==> src/rtl/windowed_mac.sv <==
// Multi-channel windowed signed MAC: a_i x each b_i lane, summed over window_p beats, one result beat per window.
// Result valid 1 cycle after the final beat; only a final beat stalls, and only while the previous result is unaccepted.
module windowed_mac #(
  parameter int width_in_p  = 12,
  parameter int frac_in_p   = 11,
  parameter int width_out_p = 32,
  parameter int frac_out_p  = 22,
  parameter int channels_p  = 2,
  parameter int window_p    = 44100,
  parameter int saturate_p  = 1
) (
  input  logic                              clk_i,
  input  logic                              reset_n_i,
  input  logic                              clear_i,
  input  logic [width_in_p-1:0]             a_i,
  input  logic [channels_p*width_in_p-1:0]  b_i,
  input  logic                              valid_i,
  output logic                              ready_o,
  output logic [channels_p*width_out_p-1:0] data_o,
  output logic                              valid_o,
  input  logic                              ready_i,
  output logic [$clog2(window_p+1)-1:0]     count_o
);

  localparam int shift_lp  = frac_out_p - 2*frac_in_p;
  localparam int prod_w_lp = 2*width_in_p;
  localparam int wide_w_lp = (prod_w_lp + shift_lp > width_out_p) ? prod_w_lp + shift_lp : width_out_p;
  localparam int cnt_w_lp  = $clog2(window_p+1);
  localparam logic [cnt_w_lp-1:0] last_cnt_lp = cnt_w_lp'(window_p - 1);
  localparam logic signed [width_out_p-1:0] max_lp = {1'b0, {(width_out_p-1){1'b1}}};
  localparam logic signed [width_out_p-1:0] min_lp = {1'b1, {(width_out_p-1){1'b0}}};

  logic [channels_p*width_out_p-1:0] acc_q, acc_d;
  logic [channels_p*width_out_p-1:0] data_q, data_d;
  logic [channels_p*width_out_p-1:0] sum_all;
  logic [channels_p-1:0]             sat_q, sat_d, sat_nxt;
  logic [cnt_w_lp-1:0]               count_q, count_d;
  logic                              valid_q, valid_d;
  logic                              fire;
  logic                              last_beat;
  logic signed [width_in_p-1:0]      a_s;

  assign a_s       = a_i;
  assign last_beat = (count_q == last_cnt_lp);
  assign ready_o   = ~(last_beat & valid_q & ~ready_i);
  assign fire      = valid_i & ready_o;

  for (genvar c = 0; c < channels_p; c++) begin : g_ch
    logic signed [width_in_p-1:0]  b_c;
    logic signed [prod_w_lp-1:0]   prod;
    logic signed [wide_w_lp-1:0]   prod_wide;
    logic signed [width_out_p-1:0] prod_ext;
    logic signed [width_out_p-1:0] acc_c;
    logic        [width_out_p:0]   sum_wide;
    logic signed [width_out_p-1:0] sum_c;
    logic                          ovf;
    logic                          sat_c;

    assign b_c       = b_i[c*width_in_p +: width_in_p];
    assign acc_c     = acc_q[c*width_out_p +: width_out_p];
    assign prod      = prod_w_lp'(a_s) * prod_w_lp'(b_c);
    assign prod_wide = wide_w_lp'(prod) <<< shift_lp;
    assign prod_ext  = prod_wide[width_out_p-1:0];
    // One extra bit exposes signed overflow as a mismatch of the top two bits.
    assign sum_wide  = {acc_c[width_out_p-1], acc_c} + {prod_ext[width_out_p-1], prod_ext};
    assign ovf       = sum_wide[width_out_p] ^ sum_wide[width_out_p-1];

    always_comb begin
      sat_c = sat_q[c];
      sum_c = sum_wide[width_out_p-1:0];
      if (saturate_p != 0) begin
        if (sat_q[c]) begin
          sum_c = acc_c;
        end else if (ovf) begin
          sum_c = sum_wide[width_out_p] ? min_lp : max_lp;
          sat_c = 1'b1;
        end
      end
    end

    assign sum_all[c*width_out_p +: width_out_p] = sum_c;
    assign sat_nxt[c] = sat_c;
  end

  always_comb begin
    acc_d   = acc_q;
    sat_d   = sat_q;
    count_d = count_q;
    data_d  = data_q;
    valid_d = valid_q & ~ready_i;
    if (clear_i) begin
      acc_d   = '0;
      sat_d   = '0;
      count_d = '0;
    end else if (fire) begin
      if (last_beat) begin
        data_d  = sum_all;
        valid_d = 1'b1;
        acc_d   = '0;
        sat_d   = '0;
        count_d = '0;
      end else begin
        acc_d   = sum_all;
        sat_d   = sat_nxt;
        count_d = count_q + cnt_w_lp'(1);
      end
    end
  end

  always_ff @(posedge clk_i or negedge reset_n_i) begin
    if (!reset_n_i) begin
      acc_q   <= '0;
      sat_q   <= '0;
      count_q <= '0;
      data_q  <= '0;
      valid_q <= 1'b0;
    end else begin
      acc_q   <= acc_d;
      sat_q   <= sat_d;
      count_q <= count_d;
      data_q  <= data_d;
      valid_q <= valid_d;
    end
  end

  assign data_o  = data_q;
  assign valid_o = valid_q;
  assign count_o = count_q;

endmodule

==> config.mk <==
export PLATFORM = sky130hd
export DESIGN_NAME = windowed_mac
export DESIGN_NICKNAME = d
export VERILOG_FILES = /design/src/rtl/windowed_mac.sv
export SDC_FILE = /design/constraint.sdc
export NUM_CORES = 1
export LEC_CHECK = 0
export CELL_PAD_IN_SITES_DETAIL_PLACEMENT = 0
export CELL_PAD_IN_SITES_GLOBAL_PLACEMENT = 1
export CORE_MARGIN = 4
export CORE_UTILIZATION = 47
export DETAILED_ROUTE_END_ITERATION = 7
export PLACE_DENSITY_LB_ADDON = 0.08
export SLEW_MARGIN = 20
export SYNTH_ARGS = -nofsm -noshare
export SYNTH_HDL_FRONTEND = slang
export SYNTH_SLANG_ARGS = --single-unit
==> constraint.sdc <==
create_clock -name clk_i -period 9.7 [get_ports clk_i]
set_clock_uncertainty 0.1 [all_clocks]
set_input_delay 1.455 -clock clk_i [delete_from_list [all_inputs] [get_ports clk_i]]
set_output_delay 1.455 -clock clk_i [all_outputs]
set_load 0.05 [all_outputs]
== After elaboration in Yosys (flattened, before gate mapping) ==
Cells that the tools add are included.
Word-level totals
  register bits: 147
  input port bits: 41
  output and inout bits: 82
  logic and storage cells: 44
Cells by class
  $add $sub $neg: 3
  multipliers: 2
  equal/unequal tests: 1
  multiplexer cells: 22
  bitwise operators: 9
  reductions and logical operators: 2
Operators by type and width (count)
  2-to-1 mux 32 bit: 6
  2-to-1 mux 64 bit: 3
  adder 32 x 24 -> 33 bit: 2
  multiplier 12 x 12 -> 24 bit: 2
  2-to-1 mux 16 bit: 3
  adder 16 x 1 -> 16 bit, second input constant: 1
  == test 16 bit, second input constant: 1
  2-to-1 mux 1 bit: 7
  2-to-1 mux 2 bit: 3
  bitwise AND 1 bit: 4
  inverter 1 bit: 3
  AND reduction 3 bit: 1
  nonzero test 2 bit: 1
  bitwise XOR 1 bit: 2

== Depth between registers and ports, before layout ==
  depth in word-level cells: 8
  gate-level depth with buffers: 32
  gate-level depth less buffers: 30

== Least setup slack after synthesis ==
OpenSTA, ideal clock, no wires.
  path kind: input-to-reg
  start point: input port a_i[11]
  end point: register acc_q[19]
  library setup time: 138 ps
  data arrival time: 8991 ps
  required time: 9462 ps
  path slack: 471 ps
  stages on the path: 28
  path buffers: 2
  cell sequence: clkbuf_1 > nand2_1 > fa_1 > fa_1 > inv_1 > fa_1 > fa_1 > fa_1 > ha_1 > ha_1 > a21o_1 > a21o_1 > a221oi_2 > a21boi_1 > a211oi_2 > o21ai_1 > a31o_2 > and4_1 > a2111o_1 > ha_1 > nand3_1 > nand2b_1 > a211oi_1 > a211o_1 > buf_2 > nand2b_1 > o21bai_1 > o221ai_1
On the way
  cells in the longest elaborated chain, start to end: 8
  elaborated cells on any way between the ends: 9
  those cells by class: 1 x add/sub; 1 x mul; 6 x mux; 1 x bitwise
Ends and longest elaborated chain
  start: declaration: line 15  | input logic [width_in_p-1:0] a_i,
  multiplier 12 x 12 -> 24 bit (*): line 61  | assign prod = prod_w_lp'(a_s) * prod_w_lp'(b_c);
  adder 32 x 24 -> 33 bit (*): line 65  | assign sum_wide = {acc_c[width_out_p-1], acc_c} + {prod_ext[width_out_p-1], prod_ext};
  2-to-1 mux 32 bit or bitwise XOR 1 bit (tied branches): line 75, 66
  2-to-1 mux 32 bit (*): line 74  | end else if (ovf) begin
  2-to-1 mux 32 bit (*): line 72  | if (sat_q[c]) begin
  2-to-1 mux 64 bit (*): line 96  | if (last_beat) begin
  2-to-1 mux 64 bit (*): line 95  | end else if (fire) begin
  2-to-1 mux 64 bit (*): line 91  | if (clear_i) begin
  end signal: assignment: line 112  | acc_q <= '0;
  end signal: assignment: line 118  | acc_q <= acc_d;
  end: declaration: line 33  | logic [channels_p*width_out_p-1:0] acc_q, acc_d;
Every way passes the cells marked *; elsewhere a longest branch is shown, timed or not. The select of a mux whose other input is x is not followed.
A chain may end at the register's enable or synchronous reset.

== Final worst setup path ==
  start point: input port a_i[11]
  end point: register acc_q[5]
The elaborated chain is that of the path after synthesis.

==> flow_results.org <==
** Outcome
- Status :: finished clean

** Clocking
- CTS tree :: done
- Clock buffers created by TritonCTS :: 17
- Clock-pin slew was measured on the worst setup and hold paths at 0.07 ns.
- The tree built by TritonCTS fans out to 147 sinks.
- In this run the clock root is driven by a clkbuf_16.
- The H-tree was split into 4 levels.
- The later pin in the worst-skew pair is clocked with a latency of 0.44 ns.
- Hold-fix buffers, CTS :: 0
- Counting along the longest clock path gives a buffer depth of 2.

** Timing
- Worst Hold Margin :: 0.374 ns
- Max-slew violations :: 0
- Setup TNS :: 0 ns
- After layout, the minimum clock period comes to 9.24 ns.
- Headroom to the max-slew limit came out at 26.4%.
- For the pin with the worst max-slew slack, the measured transition is 1.10 ns.
- Of the available clock period, the critical path in the final layout requires 95.3%.
- Based on the critical path, the design can be clocked at up to 108 MHz.
- The number of failing hold endpoints at the final stage is 0.
- Setup violations remaining at the end of the flow were counted as 0.

** Yosys
- For this run, the register share of the synthesized area comes to 16.4%.
- Number of enable flip-flop cells after synthesis :: 0
- After synthesis the cells add up to 22400 um^2.
- In this run, synthesis produced a sequential element count of 147.
- Most frequent cell after synthesis :: inv_1
- Counting flops with an async set or reset pin after synthesis yields a share of 100%.
- Of all cell types, the one taking the most synthesized area is fa_1.
- Counting every net in the synthesized netlist gives 3065.
- Portion of synthesized cell area occupied by the leading cell type :: 35.6%
- Leading register cell type out of synthesis :: dfrtp_1
- Syn_area_per_cell :: 9.13 um^2
- By area the synthesized netlist is led by fa_1 36%, dfrtp_1 16%, ha_1 9.7%.
- Warning count from the yosys run :: 0
- Number of distinct library cells after synthesis :: 76
- In the synthesized netlist, the number of instances is 2453.
- By count the netlist is led by 470 x inv_1, 398 x fa_1, 299 x nand2_1.

** Placed design
- Buffers placed on the I/O ports in this run total 122.
- Detailed placement finished with a half-perimeter wire length of 49800 um.
- Area after detailed placement :: 24800 um^2
- Weighted congestion at the end of routability-driven global placement :: 0.873

** Worst setup path
- Data on the critical path is required at its endpoint by 9.96 ns.
- Worst EP arrival :: 9.50 ns
- In this run the worst path has a maximum fanout of 8.
- STA classifies the critical path endpoint as a flip-flop.
- Type of the setup path with the least slack :: in -> reg
- STA classifies the critical path startpoint as a primary input.

** Floorplan
- Overall die area :: 51200 um^2
- Effective utilization at floorplan :: 47.8%
- Chip Width :: 226 um
- Floorplan core area :: 46900 um^2
- Cell row count :: 79
- The floorplan step set the die height to 226 um.
- Number of placed I/O pins :: 123

** Global route
- Number of antenna violations at the first check in global routing :: 0
- First-pass GRT wire length :: 100000 um
- Overall routing resource usage :: 24.8%
- Via count of the first global-routing pass :: 17900
- Entering global routing, the biggest net connects 82 pins.
- GRT overflow :: 0

** Cells and area
- The number of antenna diodes in the final layout is 0.
- Cells with a size suffix above 1 make up 6.96% of the layout.
- Combined area of the multi-input logic cells :: 16500 um^2
- Layout net count :: 3213
- With fillers left out, the area of the finished cells amounts to 25500 um^2.
- Counting the fill cells in the layout gives 4374.
- Layout overhead on the synthesized area :: 13.8%
- Storage cell area :: 3680 um^2

** Routing
- After detailed routing, the number of vias per cell comes to 5.29.
- The final route contains 17000 vias.
- In the final routed layout, each cell accounts on average for 18.8 um.
- Number of DRC markers in iteration 0 :: 1025
- Total length of routed wires :: 60500 um
- Number of iterations in the first detailed-routing pass :: 5
- In the routed design, unresolved DRC markers number 0.
- The count of nets left with antenna violations once routing finished came out at 0.

** Min path
- The path class of the tightest hold or removal check is reg -> reg.

** Job
- Number of maximum-capacitance violations :: 0
==> what timing repair did <==
action,in CTS,in global routing
gates resized for setup,0,10
setup buffers,0,0
setup endpoints to repair,0,59
==> placed cells by master (no fill, tap or decap), types with 11 or more instances in the layout <==
master	instances
xnor2_1	34
nor2_1	105
o21bai_1	12
buf_4	116
inv_1	470
nor2b_1	14
xor2_1	17
clkdlybuf4s50_1	121
a21o_1	27
fa_1	398
o211ai_1	15
ha_1	173
nand2_1	299
a31oi_1	18
nand3_1	25
dfrtp_1	147
and2_1	118
clkbuf_16	17
nor3_1	24
and3_1	20
o21ai_0	146
nand2b_1	13
a22o_1	13
a21oi_1	110
o31ai_1	11
==> state kept, by name, indices dropped and copies added (netlist names) <==
| register | flops |
|---|---|
| acc_q | 64 |
| data_o | 64 |
| count_o | 16 |
| sat_q | 2 |
| valid_o | 1 |
==> through the flow <==
| step | worst slack, ns | instances | util (%) |
|---|---|---|---|
| after global routing | -0.0629 | 3221 | 54.4 |
| final | 0.459 | 3221 | 54.4 |
| after floorplan | 0.471 | 2453 | - |
| after CTS | 0.255 | 3221 | 54.3 |
| after global placement | -0.0228 | 3189 | 53.0 |
| after detailed placement | -0.0625 | 3189 | 53.0 |
==> layout make-up <==
type | count | share of cell area, %
sequential | 147 | 14.4
inverter | 471 | 6.94
clock inverter | 13 | 0.624
multi-input combinational | 1725 | 64.9
timing repair buffer | 239 | 8.29
tap | 607 | 2.98
clock buffer | 19 | 1.78
==> worst max-delay path, cell delays in order <==
cell,delay (ns)
clkdlybuf4s50_1,0.63
and2_1,0.23
inv_1,0.08
fa_1,0.70
buf_4,0.22
fa_1,0.41
inv_1,0.09
fa_1,0.45
fa_1,0.56
fa_1,0.41
ha_1,0.29
ha_1,0.31
a21o_1,0.18
a221oi_2,0.29
a21boi_1,0.19
a211oi_2,0.29
o21ai_1,0.15
a31o_2,0.29
and4_1,0.22
a2111o_1,0.35
ha_1,0.31
nand3_1,0.13
nand2b_1,0.13
a211oi_1,0.05
a211o_1,0.41
nand2b_1,0.26
buf_4,0.24
o21ai_0,0.16
==> logic make-up (layout without fill, tap and decap cells) <==
logic type / Yosys count / in the layout / share of synthesized area, %
and+or+nand+nor: 652 / 652 / 13.6
buffers and inverters: 581 / 742 / 9.91
adders and majority gates: 571 / 571 / 45.2
AOI/OAI and AO/OA: 442 / 442 / 12.3
DFF: 147 / 147 / 16.4
xor gates and xnor gates: 53 / 53 / 2.20
muxes: 7 / 7 / 0.330
==> routing by layer <==
metal	up-vias	global-route usage (%)	share of wire (%)
met5	-	0	0
met4	0	4.79	1.5
met3	52	5.45	6.4
met2	394	35.0	41
met1	8574	39.5	51
li1	8006	-	-
==> final timing paths <==
check                           startpoint    endpoint  slack [ns]  cells after the start
worst max-delay path               a_i[11]    acc_q[5]        0.46                     28
worst min-delay path            data_o[16]  data_o[16]        0.37                      2
worst max register to register   acc_q[10]    acc_q[5]        2.33                     27
worst min register to register  data_o[16]  data_o[16]        0.37                      2
max in group asynchronous        reset_n_i   acc_q[16]        7.07                      2
min in group asynchronous        reset_n_i  data_o[61]        0.99                      1
Power is not shown: default switching activity piles up to over one toggle a cycle in this logic, so the estimate is an artifact.
